<file path="config.mk">
export PLATFORM = sky130hd
export DESIGN_NAME = reg_writeback
export DESIGN_NICKNAME = d
export VERILOG_FILES = /design/src/rtl/reg_writeback.sv
export SDC_FILE = /design/constraint.sdc
export NUM_CORES = 1
export LEC_CHECK = 0
export BUFFER_PORTS_ARGS = -buffer_cell sky130_fd_sc_hd__buf_2
export CAP_MARGIN = 10
export CELL_PAD_IN_SITES_DETAIL_PLACEMENT = 1
export CELL_PAD_IN_SITES_GLOBAL_PLACEMENT = 2
export CORE_ASPECT_RATIO = 1.25
export CORE_MARGIN = 4
export CORE_UTILIZATION = 36
export CTS_CLUSTER_SIZE = 40
export DETAILED_ROUTE_END_ITERATION = 8
export PLACE_DENSITY_LB_ADDON = 0.1
export SYNTH_ARGS = -nofsm -noshare
export SYNTH_HDL_FRONTEND = slang
export SYNTH_SLANG_ARGS = --single-unit
</file>
<file path="constraint.sdc">
create_clock -name clk -period 2 [get_ports clk]
set_input_delay 0.4 -clock clk [delete_from_list [all_inputs] [get_ports clk]]
set_output_delay 0.4 -clock clk [all_outputs]
set_load 0.005 [all_outputs]
</file>
<file path="src/rtl/reg_writeback.sv">
// reg_writeback: register-file write-port producer merging ALU results and buffered load responses.
// Optional load bypass (FIFO empty, no ALU) is enabled by defining WB_BYPASS_EN.
`default_nettype none

module reg_writeback #(
   parameter int DATA_W = 16,
   parameter int ADDR_W = 3,
   parameter int DEPTH  = 4,
   localparam int NUM_REGS = 2 ** ADDR_W,
   localparam int PTR_W    = $clog2(DEPTH),
   localparam int CNT_W    = PTR_W + 1
) (
   input  logic                clk,
   input  logic                reset_n,
   input  logic                alu_valid,
   input  logic [ADDR_W-1:0]   alu_addr,
   input  logic [DATA_W-1:0]   alu_data,
   input  logic                issue_valid,
   input  logic [ADDR_W-1:0]   issue_addr,
   input  logic                ld_valid,
   output logic                ld_ready,
   input  logic [ADDR_W-1:0]   ld_addr,
   input  logic [DATA_W-1:0]   ld_data,
   output logic                rf_we,
   output logic [ADDR_W-1:0]   rf_addr,
   output logic [DATA_W-1:0]   rf_data,
   output logic [NUM_REGS-1:0] pending,
   output logic [CNT_W-1:0]    fifo_count,
   output logic                err_hazard
);

   localparam int ENTRY_W = ADDR_W + DATA_W;

   logic [ENTRY_W-1:0] mem [DEPTH];
   logic [PTR_W-1:0]   wr_ptr;
   logic [PTR_W-1:0]   rd_ptr;
   logic [CNT_W-1:0]   count;

   logic               fifo_empty;
   logic               fifo_full;
   logic               accept;
   logic               push;
   logic               pop;
   logic               bypass;
   logic [ADDR_W-1:0]  head_addr;
   logic [DATA_W-1:0]  head_data;

   logic               sel_valid;
   logic               sel_load;
   logic [ADDR_W-1:0]  sel_addr;
   logic [DATA_W-1:0]  sel_data;

   logic [NUM_REGS-1:0] set_mask;
   logic [NUM_REGS-1:0] clr_mask;
   logic [CNT_W-1:0]    count_next;

   assign fifo_empty = (count == '0);
   assign fifo_full  = (count == CNT_W'(DEPTH));
   assign ld_ready   = ~fifo_full;
   assign accept     = ld_valid & ld_ready;
   assign fifo_count = count;

   assign head_addr = mem[rd_ptr][ENTRY_W-1:DATA_W];
   assign head_data = mem[rd_ptr][DATA_W-1:0];

   // The FIFO only drains when the ALU is not holding the port.
   assign pop = ~alu_valid & ~fifo_empty;

`ifdef WB_BYPASS_EN
   assign bypass = accept & fifo_empty & ~alu_valid;
`else
   assign bypass = 1'b0;
`endif

   assign push = accept & ~bypass;

   always_comb begin
      sel_valid = 1'b0;
      sel_load  = 1'b0;
      sel_addr  = rf_addr;
      sel_data  = rf_data;
      if (alu_valid) begin
         sel_valid = 1'b1;
         sel_addr  = alu_addr;
         sel_data  = alu_data;
      end else if (pop) begin
         sel_valid = 1'b1;
         sel_load  = 1'b1;
         sel_addr  = head_addr;
         sel_data  = head_data;
      end else if (bypass) begin
         sel_valid = 1'b1;
         sel_load  = 1'b1;
         sel_addr  = ld_addr;
         sel_data  = ld_data;
      end
   end

   always_comb begin
      set_mask = '0;
      clr_mask = '0;
      if (issue_valid) set_mask = NUM_REGS'(1) << issue_addr;
      if (sel_load)    clr_mask = NUM_REGS'(1) << sel_addr;
   end

   always_comb begin
      count_next = count;
      if (push && !pop)      count_next = count + CNT_W'(1);
      else if (pop && !push) count_next = count - CNT_W'(1);
   end

   // Storage needs no reset; occupancy is tracked by the pointers and count.
   always_ff @(posedge clk) begin
      if (push) mem[wr_ptr] <= {ld_addr, ld_data};
   end

   always_ff @(posedge clk or negedge reset_n) begin
      if (!reset_n) begin
         wr_ptr <= '0;
         rd_ptr <= '0;
         count  <= '0;
      end else begin
         if (push) wr_ptr <= wr_ptr + PTR_W'(1);
         if (pop)  rd_ptr <= rd_ptr + PTR_W'(1);
         count <= count_next;
      end
   end

   always_ff @(posedge clk or negedge reset_n) begin
      if (!reset_n) begin
         rf_we   <= 1'b0;
         rf_addr <= '0;
         rf_data <= '0;
      end else begin
         rf_we <= sel_valid;
         if (sel_valid) begin
            rf_addr <= sel_addr;
            rf_data <= sel_data;
         end
      end
   end

   // A new issue to a register wins over a load write retiring the same register.
   always_ff @(posedge clk or negedge reset_n) begin
      if (!reset_n) begin
         pending    <= '0;
         err_hazard <= 1'b0;
      end else begin
         pending <= (pending & ~clr_mask) | set_mask;
         if (alu_valid && pending[alu_addr]) err_hazard <= 1'b1;
      end
   end

endmodule

`default_nettype wire
</file>
# [Word level (Yosys, flattened, before mapping)]
# Memory sizes are Yosys's and may differ from the RTL's.
# Cells that the tools add are included.
[op_classes] addsub=4 n_lt_le_gt_ge=1 n_eq_ne=1 shift=2 muxes=15 n_bitwise=8 n_reduce_logical=9
[op_table] op="$mux W16" count=2
[op_table] op="$mux W8" count=2
[op_table] op="$shl A1 B3 Y8 const A" count=2
[op_table] op="$mux W3" count=4
[op_table] op="$and A8 B8 Y8" count=1
[op_table] op="$not A8 Y8" count=1
[op_table] op="$or A8 B8 Y8" count=1
[op_table] op="$mux W1" count=6
[op_table] op="$add A2 B1 Y2 const B" count=2
[op_table] op="$lt A3 B4 Y1 const B" count=1
[op_table] op="$reduce_bool A2 Y1" count=2
[op_table] op="$add A3 B1 Y3 const B" count=1
[op_table] op="$bmux W1 S3" count=1
[op_table] op="$eq A3 B3 Y1 const B" count=1
[op_table] op="$logic_and A1 B1 Y1" count=3
[op_table] op="$logic_not A3 Y1" count=1
[op_table] op="$not A1 Y1" count=3
[op_table] op="$sub A3 B1 Y3 const B" count=1
[op_table] op="$and A1 B1 Y1" count=2
[op_table] op="$logic_not A1 Y1" count=2
[op_table] op="$reduce_and A2 Y1" count=1
[totals] register_bits=36 ram_bits=76 out_inout_bits=33 elab_cells=49 memories=1
[memory_table] name="mem" depth=4 word_bits=19 read_ports=1 rd_clocked_by_memory_dff=0 write_ports=1 line="34" text="logic [ENTRY_W-1:0] mem [DEPTH];"

# [Logic depth before layout (Yosys ltp)]
# Gate-level depths: netlist of the first run.
[depth] word_depth=10 ltp_mapped=9

# [Worst setup path before layout of the first run]
# OpenSTA, ideal clock, no wires.
[synth_path] kind="reg2reg" from="reg count[0], in the netlist fifo_count[0]" to="reg count[2], in the netlist fifo_count[2]" setup_ns=0.079 t_arrival_ns=1.994 path_slack_ns=-0.073 stages_incl_launch_ff=10 synth_period_minus_slack_ns=2.073 cell_sequence="dfrtp_1 -> or3_1 -> clkbuf_1 -> nand2b_1 -> ha_1 -> inv_1 -> fa_1 -> xor2_1 -> nor2_1 -> xor2_1"
[synth_via] elab_chain_len=6
[synth_rtl] item="start, declared" line="37" text="logic [CNT_W-1:0] count;"
[synth_rtl] item="start signal, assigned" line="125" text="count <= count_next;"
[synth_rtl] item="parallel branches: the longest is 6 deep, another holds $sub A3 B1 Y3"
# Several ways; the timed one is not identified. The select of a mux whose other input is x is not followed.
# A chain may end at the register's enable or synchronous reset.

# [Worst setup path in the final report of the first run]
# Same ends and word-level chain as after synthesis.

==> results.toml, run 1 <==
[grt]
grt_pass1_wl_um = 16000
grtUsageTotal_pct = 14.6
grt_pass1_vias = 2960
grt_max_degree = 50
antenna_found_initial = 0
grt_remaining_overflow = 0

[routing]
drt_iter0_markers = 182
dr.pass1.iters = 6
vias = 2694
drt-total-wl_um = 10200
postRouteAntennaNets = 0
route.met3.wl_um = 364
drc = 0
avgViaCountPerCell = 4.90
maxUsedRoutingLayer = "met4"
wl_per_cell_um = 18.6
wl_met1_um = 4250
wl_met2_um = 5450

[cts]
numCtsBuffers = 9
clk_pin_slew_ns = 0.07
cts_buffer_depth = 2
holdBufCountCts = 0
cts_sinks = 112
cts_root_buf = "clkbuf_16"
clock_latency_ns = 0.35
htree_levels = 3
tritoncts = "built"

[sta]
finalCriticalPeriod_ns = 1.96
min_period_over_period_pct = 98.0
maxSlewViolCount = 0
rsz0062_at_grt = "true"
skew_ns = 0.00950
worst_pin_slew_ns = 0.504
relSlewSlack_pct = 66.4
max_freq_mhz = 510
tns_ns = 0
setup_viol = 0
hold_viol_final = 0

[die]
io_pins = 79
core_mm2 = 0.0126
die_x_um = 109
start_util_pct = 36.6
row_count = 46
die_h_um = 135
die-area_mm2 = 0.0147

[yosys]
netlist-cell-type-count = 39
synth.area.top_cells = "edfxtp_1 49%, dfrtp_1 20%, mux4_2 6.8%"
synth_nets = 322
synth_seq_area_share_pct = 68.9
syn_avg_cell_area_um2 = 17.1
synth_largest_area_cell = "edfxtp_1"
synth-seq-cells = 112
synth-edff-count = 76
synthFlopType = "edfxtp_1"
syn-cell-area_mm2 = 0.00462
ys_warn_count = 0
netlist_instances = 270
synth_most_common_cell = "edfxtp_1"
synth_common_cells = "76 x edfxtp_1, 36 x dfrtp_1, 20 x nand2_1, 19 x mux2i_1, 14 x mux4_2"
synth_top_area_share_pct = 49.4
async_flop_share_pct = 32.1

[layout]
area_growth_pct = 24.8
n_antenna_cell = 0
post-route-util_pct = 45.7
nets = 429
final_cell_area_mm2 = 0.00576
drive_gt1_share_pct = 40.1

[critical_path]
worstSetupEndpointType = "flip-flop"
required_ns = 2.26
cp-start-kind = "flip-flop"
crit_type = "reg2reg"
path_max_fanout = 2
critPathArrivalTime_ns = 2.22

[min_path]
hold_path_class = "in2async"

[run_status]
status = "completed"

[power]
leakage_uw = 0.00236
pwr_density_cell_mw_per_mm2 = 1410
ir_drop_uv = 541

[placement]
dpl.hpwl_um = 7050
placed_cell_area_mm2 = 0.00533
numPortBuffers = 78
place_congestion = 0.713

[flow_run]
maxCapViolCount = 0
## report_power, final
part	internal, µW	switching (µW)	total, µW
clock network	1170	788	1960
registers	3130	249	3380
logic	1400	1370	2770
## path summary, 6_finish.rpt
check	from	to	slack (ns)	depth (start not counted)
hold reg to reg	err_hazard	err_hazard	0.45	1
max in group asynchronous	reset_n	pending[0]	1.32	2
min in group clk	alu_data[0]	rf_data[0]	0.26	3
setup / recovery	fifo_count[0]	fifo_count[2]	0.04	8
hold / removal	reset_n	fifo_count[0]	0.01	1
setup reg to reg	fifo_count[0]	fifo_count[2]	0.04	8
## cell usage in the layout, fill, tap and decap left out, types with 2 or more instances in the layout
cell       count
and4b_1        4
and2_1         4
xor2_1         3
buf_4         29
mux4_1         7
nor4_1         4
nand2_1       20
bufinv_16      2
nor3_1         3
mux2i_1       19
clkbuf_16      9
nor2_1        10
mux4_2        14
clkbuf_8       2
edfxtp_1      76
dfrtp_1       35
o21ai_1        8
a31oi_1        2
buf_2         78
mux2_2         3
ha_1           4
o21ai_0       11
nor4bb_1       3
a21oi_1        4
inv_1          3
xnor2_1        2
## registers in the layout, summed over array words and instances (netlist names)
signal,count
mem,76
rf_data,16
pending,8
fifo_count,3
rf_addr,3
rd_ptr,2
wr_ptr,2
err_hazard,1
rf_we,1
## cells by family (layout without fill, tap and decap cells)
group	Yosys count	in the layout	synth area share, %
AOI/OAI and AO/OA	29	29	3.63
xor gates and xnor gates	6	6	1.14
adders and majority gates	6	6	1.79
buffers and inverters	16	128	1.79
DFF	112	112	68.9
muxes	43	43	15.7
and+or+nand+nor	58	58	7.10
## layout make-up
type / count / area [µm²]
Clock buffer: 12 / 256
Inverter: 4 / 15.0
Tap cell: 168 / 210
Fill cell: 1289 / 6840
Timing Repair Buffer: 108 / 628
Clock inverter: 4 / 76.3
Sequential cell: 112 / 3180
Multi-Input combinational cell: 142 / 1390
## what timing repair did
action	CTS	global route
setup buffers	10	0
endpoints found under the setup margin	1	2
pin swaps	2	4
gates resized for setup	2	3
## worst max-delay path, cell delays in order, from the launching register on
cell      delay [ns]
dfrtp_2         0.41
or3_4           0.40
nand2b_4        0.09
ha_4            0.13
inv_2           0.04
fa_2            0.33
xor2_1          0.17
nor2_1          0.14
xor2_1          0.17
## per-layer routing
layer  global-route usage [%]  vias up
li1                         -     1261
met1                     17.9     1370
met2                     25.5       52
met3                     3.25       11
met4                     4.57        0
met5                        0        -
## through the flow
| stage | power, µW | hold WS [ns] | worst slack (ns) | std cells |
|---|---|---|---|---|
| final | 8110 | 0.0133 | 0.0407 | 550 |
| after detailed placement | 6180 | 0.398 | -0.0178 | 525 |
| after global placement | 6080 | 0.396 | 0.0768 | 525 |
| after global routing | 8650 | 0.0306 | -0.0118 | 550 |
| after floorplan | 5100 | 0.104 | -0.0455 | 270 |
| after CTS | 8240 | 0.0204 | 0.0266 | 551 |
Power figures use the tool's default switching activity.
==> inputs of run 2 (changes only) <==
--- a/config.mk
+++ b/config.mk
@@ -14,7 +14,7 @@
 export CORE_UTILIZATION = 36
 export CTS_CLUSTER_SIZE = 40
 export DETAILED_ROUTE_END_ITERATION = 8
-export PLACE_DENSITY_LB_ADDON = 0.1
+export PLACE_DENSITY = 0.74
 export SYNTH_ARGS = -nofsm -noshare
 export SYNTH_HDL_FRONTEND = slang
 export SYNTH_SLANG_ARGS = --single-unit
==> run 2 against run 1 <==
Critical path type unchanged. Global-route usage decreased by 0.26 points. Fmax is 0.34% higher. Cell area down 2.4%.
==> results.toml, run 2 (synthesis results as in run 1) <==
[routing]
dr.pass1.iters = 4
wl_per_cell_um = 18.7
vias = 2678
postRouteAntennaNets = 0
drc = 0
drt-total-wl_um = 10100
avgViaCountPerCell = 4.97
drt_iter0_markers = 107

[critical_path]
regToRegSetupSlack_ns = 0.05
cp_common_cell = "xor2_1"
worstSetupEndpointType = "flip-flop"
slowest_delay_ns = 0.39
cp_slowest_cell = "dfrtp_1"
path_max_fanout = 2
critPathArrivalTime_ns = 2.22
path_cells = "or3_4 > nand2b_1 > ha_2 > inv_2 > fa_2 > xor2_1 > nor2_1 > xor2_1"
reg2reg_from = "fifo_count[2]"
worstRegToRegCells = 8
cp-start-kind = "flip-flop"
path_buf_inv = 1
cp_top_family = "simple AND/OR/NAND/NOR gates"
crit_type = "reg2reg"
required_ns = 2.27
r2r-end = "fifo_count[2]"

[sta]
setup_viol = 0
setup_slack_ns = 0.0473
relSlewSlack_pct = 65.7
maxSlewViolCount = 0
timing.hold.ws_ns = 0.101
min_period_over_period_pct = 97.6
finalCriticalPeriod_ns = 1.95
worst_pin_slew_ns = 0.514
skew_ns = 0.00700
hold_viol_final = 0
max_freq_mhz = 512

[layout]
area_growth_pct = 21.7
largest_reg_flops = 76
post-route-util_pct = 44.6
nets = 418
final_cell_mix = "78 x buf_2, 76 x edfxtp_1, 35 x dfrtp_1"
largestRegisters = "mem (76), rf_data (16), pending (8)"
drive_gt1_share_pct = 37.2
top_register = "mem"
n_antenna_cell = 0
final_common_cell = "buf_2"
layout.cells.non_filler = 539

[cts]
cts_sinks = 112
clk_pin_slew_ns = 0.07
cts_buffer_depth = 2
htree_levels = 3
cts_root_buf = "clkbuf_16"
tritoncts = "built"
numCtsBuffers = 9
holdBufCountCts = 0
clock_latency_ns = 0.35

[min_path]
hold_path_class = "in2async"

[grt]
grt_pass1_wl_um = 15800
grt_pass1_vias = 2872
antenna_found_initial = 0
grt_max_degree = 50
grt_remaining_overflow = 0
grtUsageTotal_pct = 14.3

[power]
pwr_density_cell_mw_per_mm2 = 1370
fin_total_pwr_uw = 7720
leakage_uw = 0.00227
ir_drop_uv = 534

[placement]
place_congestion = 0.735
dp_slack_ns = 0.0395
dp.cells = 521
numPortBuffers = 78
dpl.hpwl_um = 6630

[run_status]
status = "completed"

[die]
die_x_um = 109
start_util_pct = 36.6
io_pins = 79
die_h_um = 135
die-area_mm2 = 0.0147
core_mm2 = 0.0126
row_count = 46

[flow_run]
maxCapViolCount = 0
## run 2: power by group
part	internal (µW)	total (µW)	switching, µW
sequential	3130	3390	260
combinational	1360	2700	1340
clock	838	1630	795
total	5320	7720	2390
## run 2: worst register-to-register path, cell delays in order (launching register included)
cell and delay, ns:
dfrtp_1 0.39, or3_4 0.39, nand2b_1 0.11, ha_2 0.20, inv_2 0.04, fa_2 0.33, xor2_1 0.16, nor2_1 0.11
xor2_1 0.15
## run 2: layout make-up
type,count,area (µm²)
inverters,4,15.0
well taps,168,210
multi-input cells,142,1370
clock inverters,6,33.8
clock buffers,10,229
repair buffers,97,583
flip-flops and latches,112,3180
fillers,1295,6980
## run 2: how the worst max path moves through the flow
stage / startpoint / to / slack [ns] / depth (start not counted)
2_1_floorplan: fifo_count[2] / fifo_count[2] / -0.05 / 9
3_3_place_gp: fifo_count[0] / fifo_count[2] / 0.09 / 8
3_5_place_dp: fifo_count[2] / fifo_count[2] / 0.04 / 8
4_1_cts: fifo_count[2] / fifo_count[2] / 0.007 / 8
5_1_grt: fifo_count[2] / fifo_count[2] / -0.01 / 8
6_report: fifo_count[2] / fifo_count[2] / 0.05 / 8
## run 2: repair_timing
item / in CTS / in global routing
resized for setup: 0 / 2
setup buffers: 0 / 2
setup endpoints to repair: 0 / 2
## run 2: metrics by stage
step / setup TNS [ns] / area (µm²)
after floorplan: -0.0456 / 4630
after global placement: 0 / 5340
after detailed placement: 0 / 5340
after CTS: 0 / 5600
after global routing: -0.0164 / 5620
final: 0 / 5620
## run 2: routing by layer
| layer | GRT usage (%) | vias to the layer above | wire length, µm | share of wire [%] |
|---|---|---|---|---|
| met5 | 0 | - | 0 | 0 |
| met4 | 5.61 | 0 | 171 | 1.7 |
| met3 | 2.63 | 12 | 369 | 3.7 |
| met2 | 25.2 | 49 | 5550 | 55 |
| met1 | 17.3 | 1376 | 4020 | 40 |
| li1 | - | 1241 | - | - |
==> inputs of run 3 (changes only) <==
--- a/config.mk
+++ b/config.mk
@@ -15,6 +15,7 @@
 export CTS_CLUSTER_SIZE = 40
 export DETAILED_ROUTE_END_ITERATION = 8
 export PLACE_DENSITY = 0.74
+export SETUP_SLACK_MARGIN = 0.2
 export SYNTH_ARGS = -nofsm -noshare
 export SYNTH_HDL_FRONTEND = slang
 export SYNTH_SLANG_ARGS = --single-unit
==> run 3 against run 2 <==
Final cell count rose by 1.1%. Total power rose by 2.5%. First-iteration DRC count increased by 13%. Via count is 0.34% lower. Critical endpoint unchanged. Highest routed layer unchanged. Sequential cell count did not move. Largest cell class unchanged. Worst hold slack improved by 0.17 ns.
==> results.toml, run 3 (synthesis results as in run 1) <==
[run_status]
status = "completed"

[die]
io_pins = 79
die-area_mm2 = 0.0147
die_h_um = 135
start_util_pct = 36.6
die_x_um = 109
row_count = 46
core_mm2 = 0.0126

[critical_path]
slowest_delay_ns = 0.41
regToRegSetupSlack_ns = 0.05
cp_top_family = "simple AND/OR/NAND/NOR gates"
path_max_fanout = 2
worstRegToRegCells = 8
critPathArrivalTime_ns = 2.21
r2r-end = "fifo_count[2]"
startpoint = "fifo_count[0]"
required_ns = 2.26
cp-start-kind = "flip-flop"
path_cells = "or3_4 > nand2b_4 > ha_4 > inv_2 > fa_2 > xor2_2 > nor2_2 > xor2_1"
crit_type = "reg2reg"
cp_slowest_cell = "dfrtp_2"
worstSetupEndpointType = "flip-flop"
path_buf_inv = 1
reg2reg_from = "fifo_count[0]"

[layout]
largest_reg_flops = 76
area_growth_pct = 24.4
nets = 424
top_register = "mem"
n_antenna_cell = 0
final_common_cell = "buf_2"
largestRegisters = "mem (76), rf_data (16), pending (8)"
final_cell_mix = "78 x buf_2, 76 x edfxtp_1, 34 x dfrtp_1"
drive_gt1_share_pct = 40.8
fillers = 1255

[power]
pwr-share-comb_pct = 35.1
pwr-share-clk_pct = 21.7
leakage_uw = 0.00233
pwr_density_cell_mw_per_mm2 = 1380
switchingPower_uw = 2410
seq_power_share_pct = 43.2
intPower_uw = 5490
switching_share_pct = 30.5
ir_drop_uv = 498

[routing]
avgViaCountPerCell = 4.90
wl_met1_um = 4020
wl_per_cell_um = 18.4
vias = 2669
maxUsedRoutingLayer = "met4"
dr.pass1.iters = 4
drt_iter0_markers = 121
route.met3.wl_um = 376
postRouteAntennaNets = 0
wl_met2_um = 5530
drt-total-wl_um = 10000
drc = 0

[sta]
skew_ns = 0.00992
max_freq_mhz = 512
setup_viol = 0
maxSlewViolCount = 0
min_period_over_period_pct = 97.6
tns_ns = 0
worst_pin_slew_ns = 0.502
timing.hold.ws_ns = 0.271
hold_viol_final = 0
relSlewSlack_pct = 66.5
finalCriticalPeriod_ns = 1.95
rsz0062_at_grt = "true"

[placement]
dpl.hpwl_um = 6910
numPortBuffers = 78
place_congestion = 0.691

[cts]
clock_latency_ns = 0.34
tritoncts = "built"
cts_sinks = 112
htree_levels = 3
cts_buffer_depth = 2
cts_root_buf = "clkbuf_16"
clk_pin_slew_ns = 0.07
numCtsBuffers = 9

[min_path]
hp-start = "alu_data[15]"
min_to = "rf_data[15]"
hold_path_depth = 3
hold_path_class = "in2reg"

[flow_run]
maxCapViolCount = 0

[grt]
grt_pass1_vias = 2974
antenna_found_initial = 0
grt_remaining_overflow = 0
grtUsageTotal_pct = 14.7
grt_max_degree = 50
grt_pass1_wl_um = 16300
## run 3: cell types whose count changed in the layout (fill, tap and decap cells not counted), moves of 2 or more
| cell | change |
|---|---|
| clkinv_1 | -2 |
| and2_4 | +4 |
| clkinv_4 | +2 |
| and2_1 | -4 |
| buf_4 | +5 |
## run 3: repair_timing
| item | 4_1_cts | 5_1_grt |
|---|---|---|
| pin swaps | 3 | 7 |
| endpoints found under the setup margin | 53 | 51 |
| hold buffers | 1 | 0 |
| resized for setup | 2 | 10 |
| buffers inserted | 2 | 5 |
| hold endpoints to repair | 14 | 0 |
## run 3: metal layers
| metal | global-route usage [%] | up-vias |
|---|---|---|
| li1 | - | 1246 |
| met1 | 18.0 | 1369 |
| met2 | 26.1 | 48 |
| met3 | 2.87 | 6 |
| met4 | 4.57 | 0 |
| met5 | 0 | - |
## run 3: cell type report
cell class	count	area (µm²)	area share, %
clock buffers	10	250	4.36
clock inverters	6	41.3	0.719
inverters	4	15.0	0.261
multi-input cells	142	1410	24.6
flip-flops and latches	112	3190	55.4
well taps	168	210	3.66
repair buffers	103	631	11.0
## run 3: worst max path at each step
stage | depth (start not counted) | slack [ns] | end
detailed placement | 8 | 0.01 | fifo_count[2]
global placement | 8 | 0.09 | fifo_count[2]
finish | 8 | 0.05 | fifo_count[2]
CTS | 8 | 0.05 | fifo_count[2]
global route | 8 | -0.04 | fifo_count[2]
floorplan | 9 | -0.05 | fifo_count[2]
## run 3: worst register-to-register path: stages, from the launching register on
cell and delay, ns:
dfrtp_2 0.41, or3_4 0.41, nand2b_4 0.10, ha_4 0.13, inv_2 0.04, fa_2 0.37
xor2_2 0.16, nor2_2 0.11, xor2_1 0.15
## run 3: power by group through the flow
stage	combinational, µW	clock [µW]	sequential, µW
global placement	2640	0	3420
floorplan	1660	0	3440
global route	3090	1870	3490
detailed placement	2710	0	3470
CTS	2740	1780	3420
finish	2780	1720	3410
## run 3: metrics by stage
stage | setup slack [ns] | utilization (%) | total power, µW | instances | area [µm²]
2_1_floorplan | -0.0455 | - | 5100 | 270 | 4630
3_3_place_gp | 0.0867 | 42.4 | 6060 | 521 | 5340
3_5_place_dp | 0.0123 | 42.4 | 6180 | 521 | 5340
4_1_cts | 0.0481 | 44.9 | 7940 | 540 | 5660
5_1_grt | -0.0433 | 45.6 | 8460 | 545 | 5750
6_report | 0.0485 | 45.6 | 7900 | 545 | 5750
